$ cat src/rtl/nn_pkg.sv
// Shared neural-network types and helpers: activation width, MAC state encoding,
// and the ReLU/saturate clamp used on the neuron output path.
package nn_pkg;

  localparam int DATA_WIDTH = 8;

  typedef enum logic [1:0] {
    ACCEPT,
    DRAIN,
    OUTPUT
  } state_e;

  // Clamp to [0, max_v]: negatives are rectified, large positives saturate.
  function automatic logic signed [63:0] relu_sat(input logic signed [63:0] v,
                                                  input logic signed [63:0] max_v);
    if (v < 0)          return '0;
    else if (v > max_v) return max_v;
    else                return v;
  endfunction

endpackage

$ cat src/rtl/neuron_relu_sat.sv
// Combinational output stage: adds the neuron bias to the accumulator, rescales by
// FRAC_BITS, then rectifies and saturates to a non-negative DATA_WIDTH activation.
module neuron_relu_sat #(
  parameter int ACC_W      = 19,
  parameter int DATA_WIDTH = 8,
  parameter int FRAC_BITS  = 0,
  parameter int BIAS       = 0
) (
  input  logic signed [ACC_W-1:0]      acc,
  output logic        [DATA_WIDTH-1:0] act
);
  import nn_pkg::*;

  localparam logic signed [63:0] SAT_MAX = (64'sd1 <<< (DATA_WIDTH - 1)) - 64'sd1;

  logic signed [63:0] biased;
  logic signed [63:0] shifted;

  always_comb begin
    biased  = 64'(acc) + 64'(BIAS);
    shifted = biased >>> FRAC_BITS;
    act     = DATA_WIDTH'(relu_sat(shifted, SAT_MAX));
  end

endmodule

$ cat src/rtl/neuron_mac.sv
// Per-neuron multiply-accumulate: streams NUM_WEIGHT activations against a
// registered-read weight memory, accumulates, and emits one ReLU'd 8-bit result.
module neuron_mac #(
  parameter int NUM_WEIGHT = 4,
  parameter int ADDR_WIDTH = 3,
  parameter int DATA_WIDTH = nn_pkg::DATA_WIDTH,
  parameter int FRAC_BITS  = 0,
  parameter int BIAS       = 0
) (
  input  logic                  clk,
  input  logic                  rst,
  input  logic                  in_valid,
  input  logic [DATA_WIDTH-1:0] in_data,
  output logic                  in_ready,
  output logic                  ren,
  output logic [ADDR_WIDTH-1:0] radd,
  input  logic [DATA_WIDTH-1:0] wout,
  output logic                  out_valid,
  output logic [DATA_WIDTH-1:0] out_data
);
  import nn_pkg::*;

  localparam int PROD_W = 2 * DATA_WIDTH;
  localparam int ACC_W  = 2 * DATA_WIDTH + $clog2(NUM_WEIGHT) + 1;
  localparam logic [ADDR_WIDTH-1:0] LAST_IDX = ADDR_WIDTH'(NUM_WEIGHT - 1);

  state_e                       state_q, state_d;
  logic [ADDR_WIDTH-1:0]        cnt_q, cnt_d;
  logic signed [DATA_WIDTH-1:0] x_q, x_d;
  logic signed [PROD_W-1:0]     prod_q, prod_d;
  logic signed [ACC_W-1:0]      acc_q, acc_d;
  logic [1:0]                   vld_pipe_q, vld_pipe_d;
  logic                         out_valid_q, out_valid_d;
  logic [DATA_WIDTH-1:0]        out_data_q, out_data_d;
  logic [DATA_WIDTH-1:0]        act;
  logic                         accept;

  neuron_relu_sat #(
    .ACC_W     (ACC_W),
    .DATA_WIDTH(DATA_WIDTH),
    .FRAC_BITS (FRAC_BITS),
    .BIAS      (BIAS)
  ) u_relu_sat (
    .acc(acc_q),
    .act(act)
  );

  assign in_ready  = (state_q == ACCEPT) && !rst;
  assign accept    = in_valid && in_ready;
  assign ren       = accept;
  assign radd      = cnt_q;
  assign out_valid = out_valid_q;
  assign out_data  = out_data_q;

  always_comb begin
    state_d     = state_q;
    cnt_d       = cnt_q;
    out_valid_d = 1'b0;
    out_data_d  = out_data_q;
    // bit 0: operand aligned with the memory read; bit 1: product ready to accumulate
    vld_pipe_d  = {vld_pipe_q[0], accept};
    x_d         = accept ? $signed(in_data) : x_q;
    prod_d      = vld_pipe_q[0] ? PROD_W'(x_q) * PROD_W'($signed(wout)) : prod_q;
    acc_d       = vld_pipe_q[1] ? acc_q + ACC_W'(prod_q) : acc_q;

    case (state_q)
      ACCEPT: begin
        if (accept) begin
          if (cnt_q == LAST_IDX) begin
            cnt_d   = '0;
            state_d = DRAIN;
          end else begin
            cnt_d = cnt_q + ADDR_WIDTH'(1);
          end
        end
      end
      DRAIN: begin
        if (vld_pipe_q == 2'b00) state_d = OUTPUT;
      end
      OUTPUT: begin
        out_data_d  = act;
        out_valid_d = 1'b1;
        acc_d       = '0;
        state_d     = ACCEPT;
      end
      default: state_d = ACCEPT;
    endcase
  end

  always_ff @(posedge clk) begin
    if (rst) begin
      state_q     <= ACCEPT;
      cnt_q       <= '0;
      x_q         <= '0;
      prod_q      <= '0;
      acc_q       <= '0;
      vld_pipe_q  <= '0;
      out_valid_q <= 1'b0;
      out_data_q  <= '0;
    end else begin
      state_q     <= state_d;
      cnt_q       <= cnt_d;
      x_q         <= x_d;
      prod_q      <= prod_d;
      acc_q       <= acc_d;
      vld_pipe_q  <= vld_pipe_d;
      out_valid_q <= out_valid_d;
      out_data_q  <= out_data_d;
    end
  end

endmodule
$ cat config.mk
export PLATFORM = sky130hd
export DESIGN_NAME = neuron_mac
export DESIGN_NICKNAME = d
export VERILOG_FILES = /design/src/rtl/nn_pkg.sv /design/src/rtl/neuron_relu_sat.sv /design/src/rtl/neuron_mac.sv
export SDC_FILE = /design/constraint.sdc
export NUM_CORES = 1
export LEC_CHECK = 0
export CAP_MARGIN = 20
export CORE_AREA = 2 2 100 102
export CTS_BUF_LIST = sky130_fd_sc_hd__clkbuf_8
export DETAILED_ROUTE_END_ITERATION = 7
export DIE_AREA = 0 0 102 104
export PLACE_DENSITY = 0.88
export REMOVE_ABC_BUFFERS = 1
export SYNTH_ARGS = -nofsm -noshare
export SYNTH_HDL_FRONTEND = slang
export SYNTH_HIERARCHICAL = 1
export SYNTH_SLANG_ARGS = --single-unit
$ cat constraint.sdc
create_clock -name clk -period 7.3 [get_ports clk]
set_input_delay 1.46 -clock clk [delete_from_list [all_inputs] [get_ports clk]]
set_output_delay 1.46 -clock clk [all_outputs]
set_load 0.05 [all_outputs]
==> run_results.csv, run 1 <==
group,metric,value,unit
worst_hold_path,hold_class,"reg2reg",
setup_path,worstReg2RegEnd,"prod_q[14]",
worst_hold_path,hold_depth,2,
synthesis,ys_ff_latch,59,
setup_path,critPathArrivalTime,6.14,ns
global_routing,grt_max_degree,37,
global_routing,grt_overflow,0,
power_and_ir_drop,power.density,171,nW/µm²
setup_path,crit-reg2reg-launch,"x_q[7]",
cells_and_area,drive_above_1_share,4.62,%
setup_path,cp.required,7.53,ns
floorplanning,num_rows,36,
floorplanning,die_h,104,µm
routing,drc_errors,0,
synthesis,ys_warn_count,6,
sta,slew_headroom,34.6,%
sta,setup_viol,0,
sta,post-route-period-util,81.0,%
synthesis,syn_avg_cell_area,8.69,µm²
sta,fin_skew,0.0145,ns
clock_network,htreeDepth,3,
setup_path,reg2reg_setup_slack,2.64,ns
clock_network,clk_pin_slew,0.08,ns
setup_path,worstSetupPathType,"in2reg",
power_and_ir_drop,total_power,1.06,mW
worst_hold_path,min-delay-start,"radd[2]",
sta,rsz0062_at_grt,"false",
placed_design,dp_slack,1.02,ns
power_and_ir_drop,p_leak,2.86,nW
global_routing,grt.total_usage,24.9,%
placed_design,dp.final_hpwl,9.48,mm
synthesis,synth_cell_types,57,
clock_network,ctsHoldBuffers,0,
floorplanning,die_w,102,µm
power_and_ir_drop,max-vdd-ir-drop,86.9,µV
routing,avgViaCountPerCell,5.60,
global_routing,grt_pass1_vias,4694,
global_routing,grt_pass1_wl,21.3,mm
cells_and_area,multi_input_area,3880,µm²
flow_run,cap_violations,0,
global_routing,antenna_found_initial,0,
clock_network,clock-sinks,59,
cells_and_area,areaGrowthSynthToFinish,12.2,%
synthesis,synth_area,5540,µm²
sta,worstMarginPinSlew,0.980,ns
sta,report.final.slew_viol_count,0,
setup_path,worstPathMaxFanout,8,
routing,dr.pass1.iters,5,
sta,finalSetupTns,0,ns
worst_hold_path,hold_path_end,"radd[2]",
routing,drtAntennaViolNets,0,
sta,timing.fmax,0.169,GHz
placed_design,numPortBuffers,32,
clock_network,cts.repair.resized,0,
synthesis,ys_async_sr_fraction,0,%
clock_network,clock_latency,0.35,ns
routing,vias,4505,
floorplanning,start_util,58.0,%
clock_network,cts_buffer_depth,2,
routing,drt-wirelength-per-cell,15.2,µm
clock_network,clockRootBuffer,"clkbuf_8",
floorplanning,dieArea,10600,µm²
run_status,status,"finished, final reports clean",
synthesis,yosysSeqAreaShare,21.3,%
routing,drt-total-wl,12.2,mm
clock_network,cts_setup_buffers,0,
routing,drt_iter0_drc,239,
setup_path,ff2ff_path_depth,14,
floorplanning,core-area,9550,µm²
cells_and_area,diodes,0,
cells_and_area,fillerInstances,733,
cells_and_area,regArea,1180,µm²
synthesis,synth_edf_count,0,
sta,timing.final.hold_violations,0,
placed_design,place_congestion,0.857,
synthesis,synthCells,637,
clock_network,cts_tree,"done",
floorplanning,pin_count,33,
clock_network,numCtsBuffers,9,
setup_path,critPathCaptureType,"flip-flop",
sta,period_minus_slack,5.91,ns
synthesis,synth_flop_cell,"dfxtp_1",
sta,setup_ws,1.39,ns
setup_path,crit_path_start_kind,"input port",
cells_and_area,fin_nets,789,
==> flip-flops by register name (all words and copies together), names as in the netlist <==
signal,count
prod_q,16
out_valid,1
vld_pipe_q,2
acc_q,19
out_data,8
state_q,2
radd,3
x_q,8
==> cell families after synthesis <==
| logic type | share of synthesized area, % |
|---|---|
| muxes | 3.61 |
| xor gates and xnor gates | 3.95 |
| adders and majority gates | 31.1 |
| other | 0.0677 |
| DFF | 21.3 |
| AOI/OAI and AO/OA | 14.1 |
| and+or+nand+nor | 17.3 |
| buffers and inverters | 8.52 |
==> worst max-delay path by stage <==
stage                     startpoint         end  slack [ns]  cells after the start
after global routing         wout[3]  prod_q[14]        1.16                     15
after CTS                    wout[4]  prod_q[14]        1.37                     15
final                        wout[4]  prod_q[14]        1.39                     15
after global placement       wout[3]  prod_q[14]        1.19                     15
after detailed placement     wout[4]  prod_q[14]        1.02                     15
after floorplan              wout[3]  prod_q[14]        1.88                     14
==> through the flow <==
step / cell area, µm² / hold WS [ns] / util (%) / instances
after floorplan: 5450 / 0.444 / - / 619
after detailed placement: 5960 / 0.467 / 62.4 / 788
after CTS: 6210 / 0.484 / 65.1 / 804
after global routing: 6210 / 0.506 / 65.1 / 804
after global placement: 5960 / 0.458 / 62.4 / 788
final: 6210 / 0.480 / 65.1 / 804
==> power by group <==
group,internal [mW],total [mW],switching [mW]
clock,0.237,0.377,0.141
combinational,0.145,0.332,0.187
sequential,0.336,0.354,0.0174
total,0.718,1.06,0.345
==> metal layers <==
metal | GRT usage [%] | wire length, µm | share of wire (%)
met1 | 31.4 | 5100 | 42
met2 | 43.4 | 6220 | 51
met3 | 3.23 | 541 | 4.4
met5 | 0 | 0 | 0
met4 | 8.67 | 375 | 3.1
==> cells in the final DEF, fill, tap and decap left out, types with 3 or more instances in the layout <==
cell type / instances
clkbuf_8: 10
nand3_1: 7
ha_1: 48
xnor2_1: 16
a31oi_1: 5
inv_1: 101
nor3_1: 15
a22o_1: 8
a21oi_1: 41
xor2_1: 9
nand4_1: 3
nor2_1: 43
o21bai_1: 3
nand2b_1: 6
fa_1: 56
nand2_1: 54
and2_1: 44
o21ai_0: 16
mux2i_1: 20
a21o_1: 10
o211ai_1: 3
a211oi_1: 5
nor2b_1: 4
a41oi_1: 9
clkdlybuf4s50_1: 32
dfxtp_1: 59
buf_4: 4
bufinv_16: 3
==> layout make-up <==
class	instances	share of cell area, %
flip-flops and latches	59	19.0
multi-input cells	459	62.5
clock inverters	6	1.81
well taps	133	2.68
repair buffers	36	5.64
inverters	101	6.10
clock buffers	10	2.22
==> cells in the mapped netlist, drive strengths merged, types with 4 or more instances <==
| master | instances | share of area [%] |
|---|---|---|
| nor2b | 4 | 0.45 |
| and2 | 44 | 5.0 |
| nand3 | 7 | 0.63 |
| inv | 101 | 6.8 |
| nand2 | 54 | 3.7 |
| nor3 | 15 | 1.4 |
| o21ai | 18 | 1.8 |
| a41oi | 9 | 1.4 |
| buf | 9 | 1.0 |
| a211oi | 6 | 0.90 |
| a22o | 8 | 1.3 |
| fa | 56 | 20 |
| nand2b | 6 | 0.68 |
| mux2i | 20 | 3.6 |
| a31oi | 5 | 0.56 |
| ha | 48 | 11 |
| clkbuf | 9 | 0.63 |
| a21oi | 43 | 4.0 |
| xor2 | 9 | 1.4 |
| xnor2 | 16 | 2.5 |
| dfxtp | 59 | 21 |
| nor2 | 43 | 2.9 |
| a21o | 10 | 1.4 |
==> worst max-delay path, cell delays in order <==
cell and delay [ns]:
clkdlybuf4s50_1 0.52, and2_1 0.23, fa_1 0.66, inv_1 0.16, fa_1 0.55, inv_1 0.06
fa_1 0.55, inv_1 0.06, fa_1 0.54, inv_1 0.05, ha_1 0.34, and2_1 0.16
a311oi_2 0.38, nor3_1 0.09, or3_1 0.34
Note: power is estimated with default switching activity, not from simulation.
==> run 2, diff against run 1 <==
==> constraint.sdc (replaced) <==
create_clock -name clk -period 6.1 [get_ports clk]
set_input_delay 1.22 -clock clk [delete_from_list [all_inputs] [get_ports clk]]
set_output_delay 1.22 -clock clk [all_outputs]
set_load 0.05 [all_outputs]
==> run_results.csv, run 2 (synthesized netlist as in run 1, its figures left out) <==
group,metric,value,unit
cells_and_area,largest_register_ffs,19,
cells_and_area,regMostFlops,"acc_q",
clock_network,clockRootBuffer,"clkbuf_8",
cells_and_area,drive_above_1_share,4.33,%
routing,drt-total-wl,12.3,mm
setup_path,critPathCaptureType,"flip-flop",
power_and_ir_drop,power_frac_clock,27.9,%
sta,setup_ws,0.453,ns
floorplanning,num_rows,36,
sta,fin_skew,0.0127,ns
cells_and_area,regArea,1180,µm²
clock_network,numCtsBuffers,9,
run_status,status,"finished, final reports clean",
power_and_ir_drop,p_leak,2.83,nW
global_routing,grt_pass1_vias,4641,
global_routing,grt.total_usage,24.5,%
routing,drc_errors,0,
routing,drt-wirelength-per-cell,15.3,µm
sta,timing.fmax,0.177,GHz
sta,hold_ws,0.484,ns
setup_path,ff2ff_path_depth,14,
setup_path,critPathArrivalTime,5.87,ns
power_and_ir_drop,combPwrFrac,35.1,%
power_and_ir_drop,p_seq_share,37.1,%
sta,post-route-period-util,92.6,%
sta,slew_headroom,32.6,%
power_and_ir_drop,power_switching,404,µW
cells_and_area,fillerInstances,773,
setup_path,cp.required,6.33,ns
clock_network,cts_tree,"done",
cells_and_area,mostFrequentLayoutCells,"inv_1 (102), dfxtp_1 (59), fa_1 (56)",
routing,dr.pass1.iters,5,
routing,drtAntennaViolNets,0,
cells_and_area,final_area,6140,µm²
routing,avgViaCountPerCell,5.70,
setup_path,cp.depth,15,
placed_design,dp.final_hpwl,9.35,mm
floorplanning,core-area,9550,µm²
power_and_ir_drop,total_power,1.14,mW
setup_path,reg2reg_setup_slack,1.46,ns
sta,report.final.slew_viol_count,0,
clock_network,cts_buffer_depth,2,
global_routing,grt_overflow,0,
clock_network,clock-sinks,59,
routing,drt_iter0_drc,254,
sta,setup_viol,0,
cells_and_area,finalCoreUtilization,64.3,%
sta,finalSetupTns,0,ns
cells_and_area,final_common_cell,"inv_1",
global_routing,antenna_found_initial,0,
clock_network,ctsHoldBuffers,0,
floorplanning,die_w,102,µm
cells_and_area,fin_nets,790,
placed_design,dp_slack,0.0881,ns
clock_network,htreeDepth,3,
power_and_ir_drop,power.internal,739,µW
cells_and_area,reg_top3,"acc_q x19, prod_q x16",
floorplanning,pin_count,33,
placed_design,dp.cells,789,
worst_hold_path,hold_class,"reg2reg",
setup_path,crit_path_start_kind,"input port",
power_and_ir_drop,swShare,35.4,%
setup_path,max_stage_delay,0.65,ns
setup_path,crit_buf_inv,5,
sta,worstMarginPinSlew,1.01,ns
cells_and_area,areaGrowthSynthToFinish,10.8,%
global_routing,grt_pass1_wl,20.9,mm
clock_network,clock_latency,0.35,ns
clock_network,cts_setup_buffers,0,
floorplanning,dieArea,10600,µm²
power_and_ir_drop,power.density,186,nW/µm²
setup_path,worstPathMaxFanout,8,
global_routing,grt_max_degree,36,
placed_design,place_congestion,0.840,
clock_network,clk_pin_slew,0.07,ns
routing,vias,4575,
setup_path,slowest_stage,"fa_1",
cells_and_area,instances_no_fill,803,
sta,period_minus_slack,5.65,ns
placed_design,numPortBuffers,32,
cells_and_area,diodes,0,
cells_and_area,multi_input_area,3880,µm²
setup_path,crit_chain,"clkdlybuf4s50_1, and2_1, fa_1, inv_1, fa_1, inv_1, fa_1, inv_1, fa_1, inv_1, ha_1, and2_1, a311oi_2, nor3_1, or3_1",
floorplanning,start_util,58.0,%
floorplanning,die_h,104,µm
clock_network,cts.repair.resized,0,
sta,rsz0062_at_grt,"false",
setup_path,worstSetupPathType,"in2reg",
power_and_ir_drop,max-vdd-ir-drop,124,µV
setup_path,critical_path.top_delay_family,"adder cells",
flow_run,cap_violations,0,
worst_hold_path,hold_depth,2,
placed_design,placed_area,5970,µm²
sta,timing.final.hold_violations,0,
[run 2: area by class of cell]
cell class	count	area share (%)
clock buffers	11	2.47
clock inverters	3	0.265
inverters	101	6.18
multi-input cells	459	63.3
flip-flops and latches	59	19.2
well taps	133	2.71
repair buffers	37	5.83
[run 2: worst paths after layout]
path                 from          to
setup / recovery  wout[4]  prod_q[14]
hold / removal    radd[2]     radd[2]
setup reg to reg   x_q[7]  prod_q[14]
hold reg to reg   radd[2]     radd[2]
[run 2: tightest hold or removal path: stages, from the launching register on]
cell      delay (ns)
dfxtp_1         0.34
nand2b_1        0.07
a21oi_1         0.04
[run 2: layer usage]
metal | vias to the layer above | wire (µm) | global-route usage (%)
met5 | - | 0 | 0
li1 | 2168 | - | -
met2 | 132 | 6300 | 42.4
met4 | 0 | 386 | 10.7
met1 | 2237 | 4980 | 29.7
met3 | 38 | 639 | 3.97
[run 2: power groups by stage]
stage | logic (mW) | registers [mW] | clock network (mW)
floorplan | 0.302 | 0.428 | 0
global placement | 0.380 | 0.431 | 0
detailed placement | 0.396 | 0.431 | 0
CTS | 0.403 | 0.423 | 0.322
global route | 0.458 | 0.425 | 0.339
finish | 0.401 | 0.424 | 0.318
==> run 3, diff against run 2 <==
--- a/config.mk
+++ b/config.mk
@@ -6,10 +6,10 @@
 export NUM_CORES = 1
 export LEC_CHECK = 0
 export CAP_MARGIN = 20
-export CORE_AREA = 2 2 100 102
+export CORE_AREA = 10 10 108 110
 export CTS_BUF_LIST = sky130_fd_sc_hd__clkbuf_8
 export DETAILED_ROUTE_END_ITERATION = 7
-export DIE_AREA = 0 0 102 104
+export DIE_AREA = 0 0 118 120
 export PLACE_DENSITY = 0.88
 export REMOVE_ABC_BUFFERS = 1
 export SYNTH_ARGS = -nofsm -noshare
==> run_results.csv, run 3 (synthesized netlist as in run 1, its figures left out) <==
group,metric,value,unit
run_status,status,"finished, final reports clean",
power_and_ir_drop,total_power,1.19,mW
clock_network,htreeDepth,3,
power_and_ir_drop,p_leak,2.85,nW
routing,drt_iter0_drc,412,
power_and_ir_drop,max-vdd-ir-drop,97.2,µV
power_and_ir_drop,p_seq_share,35.5,%
sta,setup_viol,0,
clock_network,ctsHoldBuffers,0,
placed_design,numPortBuffers,32,
global_routing,grt.total_usage,18.4,%
global_routing,antenna_found_initial,0,
power_and_ir_drop,swShare,34.9,%
routing,drt-total-wl,12.2,mm
setup_path,ff2ff_path_depth,15,
clock_network,cts_setup_buffers,0,
clock_network,cts_tree,"done",
setup_path,reg2reg_setup_slack,1.51,ns
floorplanning,num_rows,36,
sta,report.final.slew_viol_count,0,
setup_path,worstReg2RegEnd,"prod_q[14]",
cells_and_area,finalCoreUtilization,64.7,%
clock_network,clk_pin_slew,0.07,ns
placed_design,placed_area,5980,µm²
floorplanning,dieArea,14200,µm²
setup_path,worstSetupPathType,"in2reg",
cells_and_area,drive_above_1_share,4.90,%
flow_run,cap_violations,0,
setup_path,cp.required,6.33,ns
cells_and_area,mostFrequentLayoutCells,"inv_1 (101), dfxtp_1 (59), fa_1 (56)",
clock_network,clockRootBuffer,"clkbuf_8",
global_routing,grt_pass1_vias,4800,
cells_and_area,final_common_cell,"inv_1",
sta,worstMarginPinSlew,0.987,ns
floorplanning,start_util,58.0,%
routing,vias,4509,
setup_path,crit-reg2reg-launch,"x_q[7]",
global_routing,grt_max_degree,36,
cells_and_area,final_area,6180,µm²
worst_hold_path,hold_class,"reg2reg",
global_routing,grt_overflow,0,
power_and_ir_drop,power.internal,776,µW
routing,dr.pass1.iters,5,
sta,post-route-period-util,92.0,%
floorplanning,die_h,120,µm
routing,drc_errors,0,
sta,timing.fmax,0.178,GHz
power_and_ir_drop,power_frac_clock,31.1,%
cells_and_area,regMostFlops,"acc_q",
clock_network,cts_buffer_depth,2,
placed_design,dp.final_hpwl,9.62,mm
floorplanning,pin_count,33,
cells_and_area,largest_register_ffs,19,
floorplanning,core-area,9550,µm²
floorplanning,die_w,118,µm
cells_and_area,multi_input_area,3880,µm²
cells_and_area,reg_top3,"acc_q x19, prod_q x16",
placed_design,dp.cells,790,
cells_and_area,instances_no_fill,806,
sta,rsz0062_at_grt,"false",
sta,finalSetupTns,0,ns
global_routing,grt_pass1_wl,22.1,mm
worst_hold_path,hold_depth,1,
clock_network,numCtsBuffers,9,
setup_path,critPathCaptureType,"flip-flop",
setup_path,crit_path_start_kind,"input port",
power_and_ir_drop,combPwrFrac,33.5,%
clock_network,cts.repair.resized,0,
cells_and_area,regArea,1180,µm²
power_and_ir_drop,power_switching,416,µW
worst_hold_path,min-delay-start,"out_data[7]",
sta,fin_skew,0.00952,ns
cells_and_area,diodes,0,
setup_path,critPathArrivalTime,5.84,ns
cells_and_area,areaGrowthSynthToFinish,11.6,%
sta,slew_headroom,34.1,%
setup_path,crit_start,"wout[4]",
routing,drtAntennaViolNets,0,
setup_path,worstPathMaxFanout,8,
routing,avgViaCountPerCell,5.59,
power_and_ir_drop,power.density,193,nW/µm²
clock_network,clock-sinks,59,
placed_design,place_congestion,0.897,
clock_network,clock_latency,0.35,ns
routing,drt-wirelength-per-cell,15.1,µm
cells_and_area,fin_nets,791,
worst_hold_path,hold_path_end,"out_data[7]",
sta,period_minus_slack,5.61,ns
sta,timing.final.hold_violations,0,
cells_and_area,fillerInstances,753,
-- run 3: metrics by stage --
stage,setup WS (ns),hold WS [ns]
6_report,0.486,0.488
4_1_cts,0.475,0.489
3_5_place_dp,0.135,0.471
2_1_floorplan,0.921,0.444
3_3_place_gp,0.227,0.459
5_1_grt,0.189,0.502
-- run 3: worst max path at each step --
| stage | to | slack, ns | depth (start not counted) |
|---|---|---|---|
| after floorplan | prod_q[14] | 0.92 | 14 |
| after global placement | prod_q[14] | 0.23 | 15 |
| after detailed placement | prod_q[14] | 0.13 | 15 |
| after CTS | prod_q[14] | 0.47 | 15 |
| after global routing | prod_q[14] | 0.19 | 15 |
| final | prod_q[14] | 0.49 | 15 |
-- run 3: power groups by stage --
stage | Combinational [mW] | Sequential (mW) | Clock, mW
finish | 0.399 | 0.423 | 0.370
detailed placement | 0.398 | 0.431 | 0
CTS | 0.402 | 0.422 | 0.374
global placement | 0.381 | 0.431 | 0
global route | 0.462 | 0.425 | 0.394
floorplan | 0.302 | 0.428 | 0
-- run 3: area by class of cell --
class	count	area share (%)
Clock buffer	10	2.23
Clock inverter	6	1.03
Inverter	101	6.14
Multi-Input combinational cell	459	62.9
Sequential cell	59	19.1
Tap cell	133	2.69
Timing Repair Buffer	38	5.91
-- run 3: routing by layer --
layer	GRT usage [%]	share of wire, %	vias to the layer above
li1	-	-	2159
met2	33.5	52	127
met4	6.57	1.8	0
met5	0	0	-
met1	21.6	42	2198
met3	2.63	4.7	25
-- run 3: critical path, cell delays in order --
cell             delay [ns]
clkdlybuf4s50_1        0.53
and2_1                 0.24
fa_1                   0.66
inv_1                  0.15
fa_1                   0.55
inv_1                  0.05
fa_1                   0.52
inv_1                  0.05
fa_1                   0.52
inv_1                  0.04
ha_1                   0.34
and2_1                 0.17
a311oi_2               0.37
nor3_1                 0.09
or3_1                  0.34
